`config.mk`:
```
export PLATFORM = sky130hd
export DESIGN_NAME = temp_sampler
export DESIGN_NICKNAME = d
export VERILOG_FILES = /design/src/rtl/temp_sampler.sv
export SDC_FILE = /design/constraint.sdc
export NUM_CORES = 1
export LEC_CHECK = 0
export CORE_ASPECT_RATIO = 0.6
export CORE_MARGIN = 5
export CORE_UTILIZATION = 50
export CTS_BUF_LIST = sky130_fd_sc_hd__clkbuf_2 sky130_fd_sc_hd__clkbuf_4 sky130_fd_sc_hd__clkbuf_8
export CTS_CLUSTER_DIAMETER = 50
export CTS_CLUSTER_SIZE = 8
export DETAILED_ROUTE_END_ITERATION = 6
export GPL_ROUTABILITY_DRIVEN = 0
export GPL_TIMING_DRIVEN = 0
export PLACE_DENSITY = 0.67
export SYNTH_ARGS = -nofsm -noshare
export SYNTH_HDL_FRONTEND = slang
export SYNTH_SLANG_ARGS = --single-unit
export TNS_END_PERCENT = 100
```
`constraint.sdc`:
```
create_clock -name clk -period 4.81 [get_ports clk]
set_input_delay 0.7215 -clock clk [delete_from_list [all_inputs] [get_ports clk]]
set_output_delay 0.7215 -clock clk [all_outputs]
set_load 0.03 [all_outputs]
```
`src/rtl/temp_sampler.sv`:
```
// temp_sampler: acquisition front-end for the incubator temperature loop.
// It reads an 8-bit two's-complement temperature from a 3-wire serial sensor
// once per SAMPLE_PERIOD clocks and smooths it with a 4-sample moving
// average. It presents the result as a stable signed byte `t`.
// The sensor fault code 8'h80 is rejected and flagged on `fault`.
//
// Ports
//   clk      system clock (single domain)
//   rst      asynchronous active-low reset
//   sdo      sensor serial data, MSB first, sensor updates it after sclk falls
//   cs_n     sensor chip select, active low (registered)
//   sclk     sensor serial clock, idles low (registered)
//   t        filtered temperature in degC, held between updates
//   t_valid  one-cycle pulse in the cycle `t` is updated
//   fault    set by a fault code, cleared by the next good sample
module temp_sampler #(
  parameter int SAMPLE_PERIOD = 1000,  // >= 17*CLK_DIV + 4
  parameter int CLK_DIV       = 4      // clk cycles per sclk half-period, >= 1
)(
  input  logic              clk,
  input  logic              rst,
  input  logic              sdo,
  output logic              cs_n,
  output logic              sclk,
  output logic signed [7:0] t,
  output logic              t_valid,
  output logic              fault
);

  localparam int PW = $clog2(SAMPLE_PERIOD);
  localparam int DW = (CLK_DIV > 1) ? $clog2(CLK_DIV) : 1;
  localparam logic [7:0] FAULT_CODE = 8'h80;

  typedef enum logic [2:0] {IDLE, SETUP, SH_LO, SH_HI, DONE} state_t;

  state_t        state, nstate;
  logic [PW-1:0] per_cnt;
  logic          tick;
  logic [DW-1:0] div_cnt;
  logic          div_end;
  logic          timed;
  logic [2:0]    bit_cnt;
  logic [7:0]    shreg;
  logic          cs_n_d, sclk_d, shift_en;

  // Only the three most recent samples are stored. The oldest of the four
  // window entries is always the one discarded by the next good sample, so
  // it never contributes to a sum and needs no storage. win[0] is newest.
  logic [2:0][7:0]   win;
  logic              win_full;
  logic signed [9:0] sum;

  function automatic logic signed [9:0] sx(input logic [7:0] v);
    return {{2{v[7]}}, v};
  endfunction

  // ---------------------------------------------------------------- timer
  assign tick = (per_cnt == PW'(SAMPLE_PERIOD - 1));

  always_ff @(posedge clk or negedge rst) begin
    if (!rst) per_cnt <= '0;
    else      per_cnt <= tick ? '0 : per_cnt + PW'(1);
  end

  // ------------------------------------------------ sclk half-period divider
  // Runs only in the timed states and restarts at every state boundary.
  assign timed   = (state == SETUP) || (state == SH_LO) || (state == SH_HI);
  assign div_end = (div_cnt == DW'(CLK_DIV - 1));

  always_ff @(posedge clk or negedge rst) begin
    if (!rst) div_cnt <= '0;
    else      div_cnt <= (timed && !div_end) ? div_cnt + DW'(1) : '0;
  end

  // ------------------------------------------------------- FSM: state reg
  always_ff @(posedge clk or negedge rst) begin
    if (!rst) state <= IDLE;
    else      state <= nstate;
  end

  // ------------------------------------------------------ FSM: next state
  always_comb begin
    nstate = state;
    unique case (state)
      IDLE:    if (tick)    nstate = SETUP;
      SETUP:   if (div_end) nstate = SH_LO;
      SH_LO:   if (div_end) nstate = SH_HI;
      SH_HI:   if (div_end) nstate = (bit_cnt == 3'd7) ? DONE : SH_LO;
      DONE:                 nstate = IDLE;
      default:              nstate = IDLE;
    endcase
  end

  // ---------------------------------------------------------- FSM: outputs
  // Decoded from the next state so the registered pins line up with the
  // state they belong to (cs_n falls in the first SETUP cycle, and sclk
  // rises on the same edge that enters SH_HI).
  always_comb begin
    cs_n_d   = 1'b1;
    sclk_d   = 1'b0;
    shift_en = (state != SH_HI) && (nstate == SH_HI);
    unique case (nstate)
      SETUP, SH_LO: cs_n_d = 1'b0;
      SH_HI: begin
        cs_n_d = 1'b0;
        sclk_d = 1'b1;
      end
      default: ;
    endcase
  end

  always_ff @(posedge clk or negedge rst) begin
    if (!rst) begin
      cs_n <= 1'b1;
      sclk <= 1'b0;
    end else begin
      cs_n <= cs_n_d;
      sclk <= sclk_d;
    end
  end

  // ------------------------------------------------------- serial capture
  // sdo is sampled at the sclk rising edge. The sensor only moves it after
  // the falling edge, so it has been stable for CLK_DIV cycles.
  always_ff @(posedge clk or negedge rst) begin
    if (!rst) begin
      shreg   <= '0;
      bit_cnt <= '0;
    end else begin
      if (shift_en) shreg <= {shreg[6:0], sdo};
      if (state == DONE)
        bit_cnt <= '0;
      else if (state == SH_HI && div_end && bit_cnt != 3'd7)
        bit_cnt <= bit_cnt + 3'd1;
    end
  end

  // ------------------------------------------------------ moving average
  // The 10-bit sum of four sign-extended bytes cannot overflow. Taking the
  // top eight bits of the two's-complement sum is an arithmetic shift by 2,
  // which rounds toward minus infinity.
  always_comb sum = sx(shreg) + sx(win[0]) + sx(win[1]) + sx(win[2]);

  always_ff @(posedge clk or negedge rst) begin
    if (!rst) begin
      win      <= '0;
      win_full <= 1'b0;
      t        <= '0;
      t_valid  <= 1'b0;
      fault    <= 1'b0;
    end else begin
      t_valid <= 1'b0;
      if (state == DONE) begin
        if (shreg == FAULT_CODE) begin
          fault <= 1'b1;
        end else begin
          fault    <= 1'b0;
          t_valid  <= 1'b1;
          win_full <= 1'b1;
          if (!win_full) begin
            // First good sample primes the whole window with itself.
            win <= {3{shreg}};
            t   <= shreg;
          end else begin
            win <= {win[1:0], shreg};
            t   <= 8'(sum >>> 2);
          end
        end
      end
    end
  end

endmodule
```
### Yosys cells after proc, flatten, opt, wreduce, memory -nomap -nowiden

Index checks and enable logic that the tools add are counted.

* bits in registers: 63
* output and inout bits: 12
* word-level logic and storage cells: 62

* add/subtract/negate cells: 6
* equal/unequal tests: 13
* muxes and demuxes: 17
* bitwise operators: 1
* reductions and logical operators: 11

Operators by type and width (number)
* 24-bit 2-to-1 mux: 1
* 3-bit 2-to-1 mux: 7
* 3-bit by 2-bit equality test with 1-bit output, second input constant: 4
* 3-bit case mux with 4 select lines: 1
* 10-bit by 1-bit adder with 10-bit output, second input constant: 1
* 10-bit by 8-bit adder with 10-bit output: 1
* 9-bit by 8-bit adder with 10-bit output: 1
* 10-bit equality test, second input constant: 1
* 10-bit 2-to-1 mux: 1
* 8-bit by 8-bit adder with 9-bit output: 1
* 8-bit equality test, second input constant: 1
* 8-bit 2-to-1 mux: 1
* 3-bit by 1-bit equality test with 1-bit output, second input constant: 2
* 3-bit equality test, second input constant: 2
* 1-bit 2-to-1 mux: 5
* 1-bit logical AND: 4
* 3-bit by 1-bit adder with 3-bit output, second input constant: 1
* 3-bit zero test: 1
* 3-bit by 2-bit != test with 1-bit output, second input constant: 1
* 3-bit != test, second input constant: 1
* 3-bit OR reduction: 1
* 2-bit by 1-bit adder with 2-bit output, second input constant: 1
* 2-bit equality test, second input constant: 1
* 1-bit logical OR: 2
* other kinds (5): 5

### Depth between registers and ports, before layout

Gate-level depths: netlist (run 1).

* depth after elaboration: 7
* gate-level depth with buffers: 10

### Least setup slack after synthesis (run 1)

Ideal clock, no wire load.

* path type: register to register
* start: register shreg[2]
* end: register t[7]
* library setup time: 0.126 ns
* arrival time: 3.000 ns
* data required time: 4.684 ns
* slack: 1.684 ns
* stages on the path, launching flop included: 11
* period minus slack after synthesis: 3.126 ns
* cells stage by stage: dfrtp_1 > inv_1 > fa_1 > fa_1 > inv_1 > fa_1 > a21o_1 > a221oi_1 > o21ai_0 > mux2i_1 > a311o_1

* cells in the longest elaborated chain, start to end: 4
* elaborated cells between the ends (all ways): 7
* classes of those cells: add/sub: 3; eq/ne: 1; mux: 1; bitwise: 1; reduce/logical: 1

Ends and longest elaborated chain
* from (decl): RTL line 43 `logic [7:0] shreg;`
* from (signal assigned): RTL line 130 `if (shift_en) shreg <= {shreg[6:0], sdo};`
* 8-bit by 8-bit adder with 9-bit output: RTL line 142 `always_comb sum = sx(shreg) + sx(win[0]) + sx(win[1]) + sx(win[2]);`
* 9-bit by 8-bit adder with 10-bit output: RTL line 142
* 10-bit by 8-bit adder with 10-bit output: RTL line 142
* 8-bit 2-to-1 mux: RTL line 160 `if (!win_full) begin`
* to (signal assigned): RTL line 163 `t <= shreg;`
* to (signal assigned): RTL line 166 `t <= 8'(sum >>> 2);`
* to (decl): RTL line 25 `output logic signed [7:0] t,`

Parallel ways exist; a longest one is shown, timed or not.
A chain may end at the register's enable or synchronous reset.

### Worst setup path after layout (run 1)

Same ends and word-level chain as after synthesis.

==> results.sh, run 1 <==
export IMPL_syn_inst=347
export IMPL_hold_viol=0
export IMPL_synth_flop_cell="dfrtp_1"
export IMPL_num_rows=23
export IMPL_holdWs_ns=0.4492
export IMPL_power_density_nw_per_um2=260.3
export IMPL_n_antenna_cell=0
export IMPL_worstPathArrival_ns=3.71
export IMPL_path_buf_inv=2
export IMPL_setup_violations=0
export IMPL_wirelength_um=6982
export IMPL_synth_top_area_share=0.4549
export IMPL_grt_pass1_wl_um=12290
export IMPL_crit_slowest_cell="fa_1"
export IMPL_grt_pass1_vias=2466
export IMPL_regToRegStartpoint="shreg[2]"
export IMPL_drv_cap=0
export IMPL_status="finished, final reports clean"
export IMPL_drv_slew=0
export IMPL_clock_latency_ns=0.35
export IMPL_layout_drive_gt1_share=0.07958
export IMPL_critical_path_top_delay_family="adder cells"
export IMPL_path_clk_slew_ns=0.07
export IMPL_wl_per_cell_um=15.05
export IMPL_post_cts_buffers=0
export IMPL_ant_nets=0
export IMPL_crit_start="shreg[2]"
export IMPL_cts_root_buf="clkbuf_8"
export IMPL_path_cells="inv_1 -> fa_1 -> fa_1 -> inv_1 -> fa_1 -> a21o_1 -> a221oi_1 -> o21ai_0 -> mux2i_1 -> a311o_1"
export IMPL_dpl_worst_slack_ns=1.384
export IMPL_worst_setup_path_type="register to register"
export IMPL_end_kind="register"
export IMPL_area_growth_pct=13.02
export IMPL_slew_headroom=0.4756
export IMPL_finish_utilization=0.5799
export IMPL_ys_warnings_count=0
export IMPL_path_depth=10
export IMPL_coreArea_um2=6648
export IMPL_r2r_slack_ns=1.34
export IMPL_fp_dieW_um=116.6
export IMPL_cts_buffers=9
export IMPL_dr_first_iter_drc_count=114
export IMPL_h_tree_depth=3
export IMPL_peakVddDrop_uv=217.2
export IMPL_num_io_pins=15
export IMPL_cp_data_required_time_ns=5.05
export IMPL_slowest_delay_ns=0.52
export IMPL_leakage_nw=1.800
export IMPL_finalNetCount=403
export IMPL_worstReg2RegEnd="t[7]"
export IMPL_io_buffers=14
export IMPL_crit_path_frequent_cell="fa_1"
export IMPL_ys_seq_elements=63
export IMPL_antenna_found_initial=0
export IMPL_synthArstFlopShare=1.000
export IMPL_dr_pass1_iters=4
export IMPL_avgSynthCellArea_um2=9.829
export IMPL_cts_buffer_depth=2
export IMPL_grt_usage=0.1894
export IMPL_fin_worst_skew_ns=0.006503
export IMPL_fin_crit_ns=3.469
export IMPL_reg2reg_depth=10
export IMPL_hp_class="primary input to asynchronous set/reset pin"
export IMPL_grt_max_degree=64
export IMPL_cts_resized=0
export IMPL_tightest_slew_ns=0.7866
export IMPL_post_route_drc_count=0
export IMPL_synth_cell_types=43
export IMPL_rsz0062_at_grt="no"
export IMPL_cts_tree="yes"
export IMPL_path_max_fanout=4
export IMPL_die_area_um2=8627
export IMPL_holdBufCountCts=0
export IMPL_overflow=0
export IMPL_synth_area_leaders="dfrtp_1 45%, fa_1 10%, a21oi_1 6.6%"
export IMPL_synth_edf_count=0
export IMPL_ys_seq_area_frac=0.4626
export IMPL_initial_core_util=0.5131
export IMPL_tns_ns=0
export IMPL_dp_final_hpwl_um=5097
export IMPL_startpoint_type="register"
export IMPL_die_height_um=73.98
export IMPL_syn_cell_area_um2=3411
export IMPL_via_per_inst=5.317
export IMPL_setup_ws_ns=1.341
export IMPL_clock_fmax_ghz=0.2882
export IMPL_yosysTopAreaCell="dfrtp_1"
export IMPL_vias=2467
export IMPL_p_total_mw=1.004
export IMPL_finalCritPeriodShare=0.7213
export IMPL_cp_endpoint="t[7]"
export IMPL_cts_sink_count=63
export IMPL_synth_fp_nets=378
-- metal layers --
metal  wire (um)  global-route usage  up-vias  share of wire
met5           0                   0        -              0
met4          57             0.04580        0         0.0082
met3         331             0.07154        7          0.047
met2        2925              0.2617       36           0.42
met1        3668              0.2835     1225           0.53
li1            -                   -     1199              -
-- flip-flops by register name, indices dropped and copies added (netlist names), 2 cells and up --
register	cells
per_cnt	10
bit_cnt	3
t	8
shreg	8
div_cnt	2
win	24
state	3
-- worst min-delay path by stage --
| stage | from | end | slack [ns] | depth (start not counted) |
|---|---|---|---|---|
| final | rst | per_cnt[9] | 0.45 | 1 |
| after global routing | div_cnt[0] | div_cnt[0] | 0.48 | 1 |
| after CTS | div_cnt[0] | div_cnt[0] | 0.46 | 1 |
| after detailed placement | div_cnt[0] | div_cnt[0] | 0.45 | 1 |
| after global placement | div_cnt[0] | div_cnt[0] | 0.43 | 1 |
| after floorplan | div_cnt[0] | div_cnt[0] | 0.42 | 1 |
-- where the power goes --
group / switching (mW) / internal, mW / leakage (nW)
combinational: 0.00997 / 0.00122 / 0.844
clock: 0.213 / 0.250 / 0.0981
sequential: 0 / 0.530 / 0.857
-- area by class of cell --
type / instances / area (um2)
plain buffers: 12 / 51.30
clock buffers: 10 / 137.6
clock inverters: 6 / 60.06
fillers: 578 / 2793
inverters: 46 / 172.7
multi-input cells: 226 / 1609
flip-flops and latches: 63 / 1578
well taps: 87 / 108.9
repair buffers: 14 / 137.6
-- through the flow --
step                      area [um2]  cells
after global placement          3660    448
after CTS                       3855    464
final                           3855    464
after floorplan                 3411    347
after detailed placement        3657    448
after global routing            3855    464
-- logic make-up after synthesis --
group | synth area share
compound gates | 0.1255
xor+xnor | 0.03338
fa+ha+maj | 0.1401
buf+inv | 0.06567
flops | 0.4626
mux | 0.03045
simple gates | 0.1423
-- layout by cell type (no fill, tap or decap), drive strengths merged, types with 2 or more instances in the layout --
master         instances
buf                    6
and3                   2
nor4b                  4
inv                   46
nand2                 20
fa                    17
o31ai                  2
nand3b                 3
dfrtp                 62
nor4                   2
nor2                  47
a21oi                 45
nand3                  7
nand2b                 3
clkinv                 3
xor2                   6
clkbuf                17
a21o                   4
xnor2                  7
nor2b                  3
ha                    11
nor3b                  2
clkinvlp               2
mux2                   3
o21ai                 16
a31o                   2
clkdlybuf4s50         13
mux2i                  7
-- cell usage after synthesis (all sizes together) (3+ instances only) --
cell / n
xnor2: 7
nor4b: 4
nor2: 47
mux2: 3
a21o: 4
a21oi: 45
o21ai: 16
ha: 11
nand2: 20
buf: 5
nor2b: 3
fa: 17
nand2b: 3
nand3b: 3
inv: 46
clkbuf: 7
nand3: 7
mux2i: 7
xor2: 6
dfrtp: 62
(Power assumes the default switching activity.)
==> run 2, diff against run 1 <==
==> constraint.sdc (replaced) <==
create_clock -name clk -period 3.55 [get_ports clk]
set_input_delay 0.5325 -clock clk [delete_from_list [all_inputs] [get_ports clk]]
set_output_delay 0.5325 -clock clk [all_outputs]
set_load 0.03 [all_outputs]
==> run 2 against run 1 <==
First-iteration DRC count is 1.8% higher. Count of clock-buffer cells in the layout is the same. Global-route usage stayed put. Die area did not move. Combinational power rose by 36%. Flip-flop and latch count did not move. Largest power group unchanged. Highest routed layer unchanged.
==> results.sh, run 2 (synthesis gave the netlist of run 1 again) <==
export IMPL_io_buffers=14
export IMPL_holdWs_ns=0.2613
export IMPL_setup_ws_ns=0.2173
export IMPL_status="finished, final reports clean"
export IMPL_path_max_fanout=4
export IMPL_wl_per_cell_um=15.00
export IMPL_layout_drive_gt1_share=0.08223
export IMPL_ant_nets=0
export IMPL_dpl_worst_slack_ns=0.1239
export IMPL_vias=2456
export IMPL_via_per_inst=5.293
export IMPL_finalNetCount=403
export IMPL_coreArea_um2=6648
export IMPL_initial_core_util=0.5131
export IMPL_fp_dieW_um=116.6
export IMPL_dp_final_hpwl_um=5097
export IMPL_cts_buffers=9
export IMPL_fin_worst_skew_ns=0.006625
export IMPL_post_cts_buffers=0
export IMPL_postPlaceCellArea_um2=3657
export IMPL_nFillCells=577
export IMPL_antenna_found_initial=0
export IMPL_wirelength_um=6960
export IMPL_crit_slowest_cell="fa_1"
export IMPL_grt_pass1_vias=2466
export IMPL_crit_path_frequent_cell="fa_1"
export IMPL_worst_setup_path_type="register to register"
export IMPL_power_density_nw_per_um2=351.9
export IMPL_startpoint_type="register"
export IMPL_leakage_nw=1.803
export IMPL_wl_met3_um=334
export IMPL_end_kind="register"
export IMPL_area_growth_pct=13.21
export IMPL_tightest_slew_ns=0.7878
export IMPL_layout_common_cells="62 x dfrtp_1, 47 x nor2_1, 46 x inv_1, 45 x a21oi_1, 20 x nand2_1"
export IMPL_path_cells="inv_1 -> fa_1 -> fa_1 -> inv_1 -> fa_1 -> a21o_1 -> a221oi_2 -> o21ai_0 -> mux2i_1 -> a311o_1"
export IMPL_drv_slew=0
export IMPL_peakVddDrop_uv=294.4
export IMPL_grt_max_degree=64
export IMPL_setup_violations=0
export IMPL_n_antenna_cell=0
export IMPL_top_layer="met4"
export IMPL_cts_buffer_depth=2
export IMPL_h_tree_depth=3
export IMPL_overflow=0
export IMPL_layout_commonest_cell="dfrtp_1"
export IMPL_fin_crit_ns=3.333
export IMPL_num_io_pins=15
export IMPL_dr_pass1_iters=4
export IMPL_post_route_drc_count=0
export IMPL_wl_met1_um=3650
export IMPL_grt_usage=0.1894
export IMPL_holdBufCountCts=0
export IMPL_cp_data_required_time_ns=3.79
export IMPL_die_height_um=73.98
export IMPL_cts_root_buf="clkbuf_8"
export IMPL_path_clk_slew_ns=0.07
export IMPL_hp_class="primary input to asynchronous set/reset pin"
export IMPL_wl_met2_um=2913
export IMPL_largest_reg_flops=24
export IMPL_grt_pass1_wl_um=12290
export IMPL_worstPathArrival_ns=3.57
export IMPL_rsz0062_at_grt="no"
export IMPL_hold_viol=0
export IMPL_clock_latency_ns=0.35
export IMPL_clock_fmax_ghz=0.3001
export IMPL_cts_sink_count=63
export IMPL_drv_cap=0
export IMPL_slowest_delay_ns=0.52
export IMPL_cts_resized=0
export IMPL_slew_headroom=0.4748
export IMPL_die_area_um2=8627
export IMPL_tns_ns=0
export IMPL_regMostFlops="win"
export IMPL_cts_tree="yes"
export IMPL_fin_area_um2=3861
export IMPL_finalCritPeriodShare=0.9388
export IMPL_dr_first_iter_drc_count=116
export IMPL_num_rows=23
export IMPL_top_regs="win: 24 flops, per_cnt: 10 flops"
run 2: cell types whose count changed in the layout (fill, tap and decap cells not counted):
cell | previous run | this run
a221oi_2 | 0 | 1
a221oi_1 | 1 | 0
run 2: per-stage QoR:
step	util	cells	power (mW)
floorplan	-	347	0.7314
global placement	0.5505	448	0.7484
detailed placement	0.5502	448	0.7478
CTS	0.5799	464	1.386
global route	0.5808	464	1.421
finish	0.5808	464	1.359
run 2: path summary, 6_finish.rpt:
path | start | endpoint | slack [ns] | cells after the start
setup / recovery | shreg[2] | t[7] | 0.22 | 10
hold / removal | rst | per_cnt[9] | 0.26 | 1
setup reg to reg | shreg[2] | t[7] | 0.22 | 10
hold reg to reg | div_cnt[0] | div_cnt[0] | 0.46 | 1
max in group asynchronous | rst | t[1] | 2.78 | 1
min in group clk | div_cnt[0] | div_cnt[0] | 0.46 | 1
run 2: report_power, final:
group          switching [mW]  internal, mW
Combinational          0.0135       0.00165
Sequential                  0         0.718
Clock                   0.287         0.339
Total                   0.301          1.06
run 2: final cells by class:
cell class / count / area, um2 / share of cell area
Sequential cell: 63 / 1578 / 0.4086
Buffer: 12 / 51.30 / 0.01329
Inverter: 46 / 172.7 / 0.04472
Timing Repair Buffer: 14 / 137.6 / 0.03564
Clock inverter: 6 / 60.06 / 0.01555
Clock buffer: 10 / 137.6 / 0.03564
Tap cell: 87 / 108.9 / 0.02819
Multi-Input combinational cell: 226 / 1615 / 0.4183
run 2: worst max-delay path, delay by kind of cell, from the launching register on:
kind,cells,cell delay (ns)
adder cells (fa/ha/maj),3,1.48
flip-flops,1,0.40
buffers and inverters,2,0.18
AO/OA/AOI/OAI,4,1.00
multiplexers,1,0.14
run 2: metal layers:
| layer | GRT usage | up-vias |
|---|---|---|
| met4 | 0.04580 | 0 |
| met1 | 0.2835 | 1219 |
| met2 | 0.2617 | 31 |
| li1 | - | 1199 |
| met3 | 0.07154 | 7 |
| met5 | 0 | - |
